<file path="config.mk">
export PLATFORM = sky130hd
export DESIGN_NAME = sya_act_feeder
export DESIGN_NICKNAME = d
export VERILOG_FILES = /design/src/rtl/sya_act_feeder.sv
export SDC_FILE = /design/constraint.sdc
export NUM_CORES = 1
export LEC_CHECK = 0
export BUFFER_PORTS_ARGS = -buffer_cell sky130_fd_sc_hd__buf_2
export CAP_MARGIN = 20
export CORE_AREA = 3 3 132 134
export CTS_CLUSTER_SIZE = 16
export DETAILED_ROUTE_END_ITERATION = 8
export DIE_AREA = 0 0 135 137
export GPL_TIMING_DRIVEN = 0
export PLACE_DENSITY = 0.53
export SETUP_SLACK_MARGIN = 0.2
export SLEW_MARGIN = 25
export SYNTH_ARGS = -nofsm -noshare
export SYNTH_HDL_FRONTEND = slang
export SYNTH_SLANG_ARGS = --single-unit
</file>
<file path="constraint.sdc">
create_clock -name clk -period 3.3 [get_ports clk]
set_input_delay 0.66 -clock clk [delete_from_list [all_inputs] [get_ports clk]]
set_output_delay 0.66 -clock clk [all_outputs]
set_load 0.05 [all_outputs]
</file>
<file path="src/rtl/sya_act_feeder.sv">
// ---------------------------------------------------------------------------
// sya_act_feeder
//
// Activation feeder for the left edge of one systolic-array PE row (one
// instance per row). It pops activations from the activation buffer over a
// valid/ready handshake and presents them to the row as activation, valid and
// accumulate-reset. The job is framed into cfg_num_pt output points of
// cfg_len_k reduction beats each. A final flush beat selects the last partial
// sum out of the row.
//
// Optional feature (compile-time macro SYA_FEEDER_BUBBLE_CNT_EN):
//   defined   -> bubble_cnt counts STREAM cycles with arr_rdy=1 and src_vld=0.
//                It clears on an accepted cfg_start and saturates at all-ones.
//   undefined -> bubble_cnt is tied to 0 and no counter logic exists.
//
// Ports:
//   clk, rst_n        clock, asynchronous active-low reset
//   cfg_start         one-cycle start pulse; cfg_len_k/cfg_num_pt sampled here
//   cfg_len_k         reduction beats per output point
//   cfg_num_pt        output points per job
//   busy              job in progress
//   done              one-cycle registered pulse at job end
//   src_vld/src_act   upstream activation valid / data
//   src_rdy           pop strobe to upstream (combinational)
//   arr_rdy           row-wide enable; the row samples act_* on edges where 1
//   act_vld/act_out   row left valid / activation inputs
//   acc_reset         row left accumulate-reset input
//   bubble_cnt        bubble statistic (see above)
//   dbg_state         current FSM state (0 IDLE, 1 STREAM, 2 FLUSH, 3 DRAIN)
//
// Handshake: an activation transfers on a rising clk edge where src_vld and
// src_rdy are both 1. src_rdy is only raised in STREAM when the row is enabled
// (arr_rdy=1) and src_vld is already high, so it acts as a pop strobe; the
// popped data appears on act_* one edge later.
// ---------------------------------------------------------------------------
module sya_act_feeder #(
  parameter int ACT_WIDTH = 8,
  parameter int CNT_WIDTH = 16
) (
  input  logic                 clk,
  input  logic                 rst_n,
  input  logic                 cfg_start,
  input  logic [CNT_WIDTH-1:0] cfg_len_k,
  input  logic [CNT_WIDTH-1:0] cfg_num_pt,
  output logic                 busy,
  output logic                 done,
  input  logic                 src_vld,
  input  logic [ACT_WIDTH-1:0] src_act,
  output logic                 src_rdy,
  input  logic                 arr_rdy,
  output logic                 act_vld,
  output logic [ACT_WIDTH-1:0] act_out,
  output logic                 acc_reset,
  output logic [CNT_WIDTH-1:0] bubble_cnt,
  output logic [1:0]           dbg_state
);

  localparam logic [1:0] ST_IDLE   = 2'd0;
  localparam logic [1:0] ST_STREAM = 2'd1;
  localparam logic [1:0] ST_FLUSH  = 2'd2;
  localparam logic [1:0] ST_DRAIN  = 2'd3;

  localparam logic [CNT_WIDTH-1:0] CNT_ONE = {{(CNT_WIDTH-1){1'b0}}, 1'b1};

  logic [1:0]           state_q,     state_d;
  logic [CNT_WIDTH-1:0] len_k_q,     len_k_d;
  logic [CNT_WIDTH-1:0] num_pt_q,    num_pt_d;
  logic [CNT_WIDTH-1:0] k_cnt_q,     k_cnt_d;
  logic [CNT_WIDTH-1:0] pt_cnt_q,    pt_cnt_d;
  logic                 act_vld_q,   act_vld_d;
  logic [ACT_WIDTH-1:0] act_out_q,   act_out_d;
  logic                 acc_reset_q, acc_reset_d;
  logic                 done_q,      done_d;

  logic last_k;
  logic last_pt;
  logic start_ok;

  // Wrap points of the reduction and point counters, against latched config.
  assign last_k   = (k_cnt_q == (len_k_q - CNT_ONE));
  assign last_pt  = (pt_cnt_q == (num_pt_q - CNT_ONE));
  // cfg_start is only honoured while idle; a pulse during a job is dropped.
  assign start_ok = (state_q == ST_IDLE) && cfg_start;

  always_comb begin
    state_d     = state_q;
    len_k_d     = len_k_q;
    num_pt_d    = num_pt_q;
    k_cnt_d     = k_cnt_q;
    pt_cnt_d    = pt_cnt_q;
    act_vld_d   = act_vld_q;
    act_out_d   = act_out_q;
    acc_reset_d = acc_reset_q;
    done_d      = 1'b0;
    src_rdy     = 1'b0;

    case (state_q)
      ST_IDLE: begin
        act_vld_d   = 1'b0;
        act_out_d   = '0;
        acc_reset_d = 1'b0;
        if (cfg_start) begin
          len_k_d  = cfg_len_k;
          num_pt_d = cfg_num_pt;
          k_cnt_d  = '0;
          pt_cnt_d = '0;
          // An empty job emits nothing and finishes immediately.
          if ((cfg_len_k == '0) || (cfg_num_pt == '0)) begin
            done_d = 1'b1;
          end else begin
            state_d = ST_STREAM;
          end
        end
      end

      ST_STREAM: begin
        src_rdy = arr_rdy & src_vld;
        if (arr_rdy) begin
          if (src_vld) begin
            act_vld_d   = 1'b1;
            act_out_d   = src_act;
            acc_reset_d = (k_cnt_q == '0);
            if (last_k) begin
              k_cnt_d  = '0;
              pt_cnt_d = pt_cnt_q + CNT_ONE;
              if (last_pt) begin
                state_d = ST_FLUSH;
              end
            end else begin
              k_cnt_d = k_cnt_q + CNT_ONE;
            end
          end else begin
            // Bubble: counters hold, so a due acc_reset rides on the next
            // real beat instead of being lost.
            act_vld_d   = 1'b0;
            act_out_d   = '0;
            acc_reset_d = 1'b0;
          end
        end
      end

      ST_FLUSH: begin
        // Zero activation with acc_reset selects the final sum out of the
        // row; the zero product folded into the next accumulation is harmless.
        if (arr_rdy) begin
          act_vld_d   = 1'b1;
          act_out_d   = '0;
          acc_reset_d = 1'b1;
          state_d     = ST_DRAIN;
        end
      end

      ST_DRAIN: begin
        if (arr_rdy) begin
          act_vld_d   = 1'b0;
          act_out_d   = '0;
          acc_reset_d = 1'b0;
          done_d      = 1'b1;
          state_d     = ST_IDLE;
        end
      end

      default: begin
        state_d = ST_IDLE;
      end
    endcase
  end

  always_ff @(posedge clk or negedge rst_n) begin
    if (!rst_n) begin
      state_q     <= ST_IDLE;
      len_k_q     <= '0;
      num_pt_q    <= '0;
      k_cnt_q     <= '0;
      pt_cnt_q    <= '0;
      act_vld_q   <= 1'b0;
      act_out_q   <= '0;
      acc_reset_q <= 1'b0;
      done_q      <= 1'b0;
    end else begin
      state_q     <= state_d;
      len_k_q     <= len_k_d;
      num_pt_q    <= num_pt_d;
      k_cnt_q     <= k_cnt_d;
      pt_cnt_q    <= pt_cnt_d;
      act_vld_q   <= act_vld_d;
      act_out_q   <= act_out_d;
      acc_reset_q <= acc_reset_d;
      done_q      <= done_d;
    end
  end

`ifdef SYA_FEEDER_BUBBLE_CNT_EN
  logic [CNT_WIDTH-1:0] bubble_cnt_q, bubble_cnt_d;

  always_comb begin
    bubble_cnt_d = bubble_cnt_q;
    if (start_ok) begin
      bubble_cnt_d = '0;
    end else if ((state_q == ST_STREAM) && arr_rdy && !src_vld &&
                 (bubble_cnt_q != {CNT_WIDTH{1'b1}})) begin
      bubble_cnt_d = bubble_cnt_q + CNT_ONE;
    end
  end

  always_ff @(posedge clk or negedge rst_n) begin
    if (!rst_n) begin
      bubble_cnt_q <= '0;
    end else begin
      bubble_cnt_q <= bubble_cnt_d;
    end
  end

  assign bubble_cnt = bubble_cnt_q;
`else
  logic unused_start_ok;
  assign unused_start_ok = start_ok;
  assign bubble_cnt      = '0;
`endif

  assign busy      = (state_q != ST_IDLE);
  assign done      = done_q;
  assign act_vld   = act_vld_q;
  assign act_out   = act_out_q;
  assign acc_reset = acc_reset_q;
  assign dbg_state = state_q;

endmodule

</file>
After elaboration in Yosys (flattened, before gate mapping). Index checks and enable logic that the tools add are counted.

Bits in registers: 77. Latch bits: 0. Bits in writable memories: 0. Bits in read-only memories: 0. Input bits: 45. Output and inout bits: 31. Memories: 0.

$add $sub $neg: 4. Multiply operators: 0. Div/mod/pow operators: 0. Order comparisons: 0. Equality and inequality tests: 14. Shifts and indexed selects: 0. Multiplexer cells: 35. Bitwise operators: 1. Reductions and logical operators: 14.

Operators with widths (number): 16-bit 2-to-1 mux (7); 16-bit case mux with 2 select lines (2); 16-bit zero test (3); 16-bit by 1-bit adder with 16-bit output (second input constant) (2); 16-bit == test (2); 16-bit by 1-bit subtractor with 16-bit output (second input constant) (2); 8-bit 2-to-1 mux (3); 8-bit case mux with 3 select lines (1); 2-bit 2-to-1 mux (8); 2-bit inequality test (second input constant) (8); 1-bit 2-to-1 mux (10); 1-bit case mux with 4 select lines (2); 2-bit case mux with 4 select lines (1); 8-bit AND reduction (1); 5-bit AND reduction (1); 2-bit == test (second input constant) (2); 2-bit AND reduction (2); 4-bit AND reduction (1); 2-bit nonzero test (2); 3-bit AND reduction (1); 2-bit by 1-bit == test with 1-bit output (second input constant) (1); 2-bit zero test (1); 2-bit by 1-bit inequality test with 1-bit output (second input constant) (1); 1-bit case mux with 2 select lines (1); 3 further kinds (3).

Logic depth before layout (Yosys ltp).
Depth after elaboration: 7. Gate-level depth with buffers: 12. Depth with buffers taken out: 10.

Worst setup path after synthesis. OpenSTA, ideal clock, no wires.

Path kind: register to register. Start: register len_k_q[0]. End: register state_q[1], in the netlist dbg_state[1]. Arrival time: 2.902 ns. Required time: 3.175 ns. Setup slack: 0.274 ns. Stages on the path, launching flop included: 11. Buffers on the path: 0. Clock period less this slack: 3.026 ns. Cells stage by stage: dfrtp_1 > inv_1 > ha_1 > nand2b_1 > or4b_1 > a221oi_1 > o2111ai_1 > nor4_1 > o2111ai_1 > a2111oi_2 > mux2_2.

Cells in the longest elaborated chain, start to end: 4.

RTL lines: start, declared (RTL line 66) `logic [CNT_WIDTH-1:0] len_k_q, len_k_d;`; start signal, assigned (RTL line 182) `len_k_q <= len_k_d;`; 16-bit by 1-bit subtractor with 16-bit output (RTL line 80) `assign last_k = (k_cnt_q == (len_k_q - CNT_ONE));`; 16-bit == test (RTL line 80); 2-bit inequality test (no line); 8-bit AND reduction (no line); end signal, assigned (RTL line 181) `state_q <= state_d;`; end, declared (RTL line 65) `logic [1:0] state_q, state_d;`.

Every way passes these cells. A chain may end at the register's enable or synchronous reset.

Final worst setup path.
Start: register len_k_q[4]. End: register state_q[1], in the netlist dbg_state[1].

Same word-level chain as after synthesis.

==> metrics <==
global-route wire length before repair=21100 um; CP max-delay cell=or4b_4; fmax=0.323 GHz; R2R cell count=9; final std cells w/o fill=843; final instance area=0.00618 sq mm; CP delay by family, top=compound AO/OA/AOI/OAI gates; Clock Skew=0.00656 ns; FF+latch count, synth=77; CP max FO=8; leakage=0.00291 uW; Post-Place Cells=816; worst path cell trace=buf_4 > xnor2_1 > or4b_4 > a221oi_4 > o2111ai_4 > nor4_4 > o2111ai_2 > a2111oi_4 > mux2_2; overall global routing resource usage=14.3%; final WL=12900 um; Clock Tree Buf Depth=2; row count=47; largest net degree at the start of global routing=47; max-cap viol count=0; status=finished, final reports clean; FF-to-FF End=dbg_state[1]$_DFFE_PN0P_; vias=4174; worst path bufs/invs=1; setup TNS=0 ns; vias in the first global route=4129; clk_lat worst skew=0.35 ns; Crit path arrival time=3.32 ns; clk sinks=77; CP Capture Type=register; Slew @ Worst Pin=0.771 ns; clk root buf=clkbuf_16; Initial Utilization=29.7%; setup ws final=0.208 ns; Power Density=409 mW/mm^2; DP Worst Slack=-0.450 ns; Core Util, Final=37.7%; sequential area share after synthesis=39.5%; ratio of cells with drive above 1 in the final layout=29.9%; DR iter-0 viols=236; number of buffers created by CTS=9; Core Region=0.0164 sq mm; largest stage delay on the critical path=0.51 ns; placed cell area=0.00554 sq mm; diode count=0; reg2reg start=len_k_q[4]$_DFFE_PN0P_; drt pass-1 iters=4; count of final max-slew check failures=0; most frequent cells in the layout=dfrtp_1, buf_2, nand2_1, nor2_1, mux2_2; Async SR Flop Fraction=100%; post-synthesis cell type count=62; synth warn=0; HPWL after detailed placement=9370 um; TritonCTS clock tree=yes; Worst Setup Start Kind=register; Avg Inst Size Synth=9.37 sq um; crit path from=len_k_q[4]$_DFFE_PN0P_; Die ar.=0.0185 sq mm; post-cts hold buffer count=0; Syn Std Cell Area=0.00488 sq mm; Syn-to-layout area delta=26.6%; RSZ-0062 raised after global routing=true; H-Tree Depth=3; worst vdd ir=0.272 mV; max_slew headroom=48.4%; Req. time, crit path=3.53 ns; Finish-stage setup viols=0; Ports=76; Post-layout nets=673; HP Class=in -> async; gpl congestion=0.845; Clock transition at path regs=0.06 ns; antenna violations before repair=0; vias per inst=4.95; chip width=135 um; number of nets with antenna violations after routing=0; drt drc=0; Synth Flop Type=dfrtp_1; Final min period=3.09 ns; number of synthesized flops with an enable pin=0; final worst-path cycle share=93.7%; final hold vios=0; R2R Setup Slk=0.21 ns; crit path kind=reg -> reg; total global routing overflow=0; Port Buf Inserts=59; commonest non-fill, non-tap cell in the layout=dfrtp_1; cell count after synthesis=521; Die Y=137 um; wire per inst=15.3 um
==> layout make-up <==
cell class,instances,area [sq um]
fillers,1634,10200
clock inverters,6,110
well taps,220,275
flip-flops and latches,77,1930
inverters,21,78.8
multi-input cells,396,2900
clock buffers,10,239
repair buffers,70,400
plain buffers,43,245
==> per-stage QoR <==
| step | total power, uW | hold slack (ns) |
|---|---|---|
| after floorplan | 1240 | 0.364 |
| after global placement | 1350 | 0.463 |
| after detailed placement | 1360 | 0.466 |
| after CTS | 2550 | 0.269 |
| after global routing | 2630 | 0.295 |
| final | 2530 | 0.257 |
==> sequential cells by signal, indices dropped and copies added, names as in the netlist <==
register   cells
dbg_state      2
len_k_q       16
num_pt_q      16
done           1
pt_cnt_q      16
act_vld        1
acc_reset      1
act_out        8
k_cnt_q       16
==> cells in the mapped netlist, types with 4 or more instances <==
library cell	count	area, sq um
xnor2_1	32	280
buf_2	6	30.0
dfrtp_1	77	1930
nor2_1	39	146
mux2_2	34	383
nand4_1	18	113
a31oi_1	4	25.0
ha_1	10	125
nand2_1	46	173
o31ai_1	5	37.5
xor2_1	24	210
nor4_1	19	119
mux2i_1	5	50.1
and3_1	12	75.1
nor3_1	12	60.1
buf_4	17	128
nor3b_1	5	37.5
nand3_1	21	105
nand2b_1	5	31.3
o21ai_0	21	105
inv_1	21	78.8
clkbuf_1	17	63.8
a21oi_1	11	55.1
==> metal layers <==
metal	share of wire [%]	GRT usage [%]
met3	5.1	2.94
met2	47	23.8
met4	1.7	4.48
met1	46	18.8
met5	0	0
==> worst max path at each step <==
stage	endpoint	cells past startpoint
3_5_place_dp	dbg_state[1]$_DFFE_PN0P_	10
6_report	dbg_state[1]$_DFFE_PN0P_	9
5_1_grt	dbg_state[1]$_DFFE_PN0P_	10
2_1_floorplan	dbg_state[1]$_DFFE_PN0P_	10
4_1_cts	dbg_state[1]$_DFFE_PN0P_	10
3_3_place_gp	dbg_state[1]$_DFFE_PN0P_	8
==> what timing repair did <==
item,in CTS,in global routing
endpoints found under the hold margin,0,0
resized for setup,20,25
buffers inserted,9,1
setup endpoints to repair,32,28
cloned,0,1
pin swaps,11,9
==> kinds of logic after synthesis <==
kind of cell	count (synthesis)	share of synthesized area (%)
compound gates	69	9.84
flops	77	39.5
fa+ha+maj	10	2.56
simple gates	205	22.6
other cells	1	0.0768
xor+xnor	56	10.0
mux	39	8.87
buf+inv	64	6.54
==> power by group <==
| part | internal [uW] | switching (uW) | leakage, uW | total (uW) |
|---|---|---|---|---|
| sequential | 981 | 34.9 | 0.00102 | 1020 |
| combinational | 110 | 227 | 0.00173 | 337 |
| clock | 758 | 417 | 0.000165 | 1170 |
| total | 1850 | 679 | 0.00291 | 2530 |
==> worst reg2reg max path, delay by kind of cell (launching register included) <==
family / cells / cell delay (ns)
buf+inv: 1 / 0.17
flops: 1 / 0.36
mux: 1 / 0.38
compound gates: 4 / 1.13
xor+xnor: 1 / 0.16
simple gates: 2 / 0.78
Power figures use the tool's default switching activity.
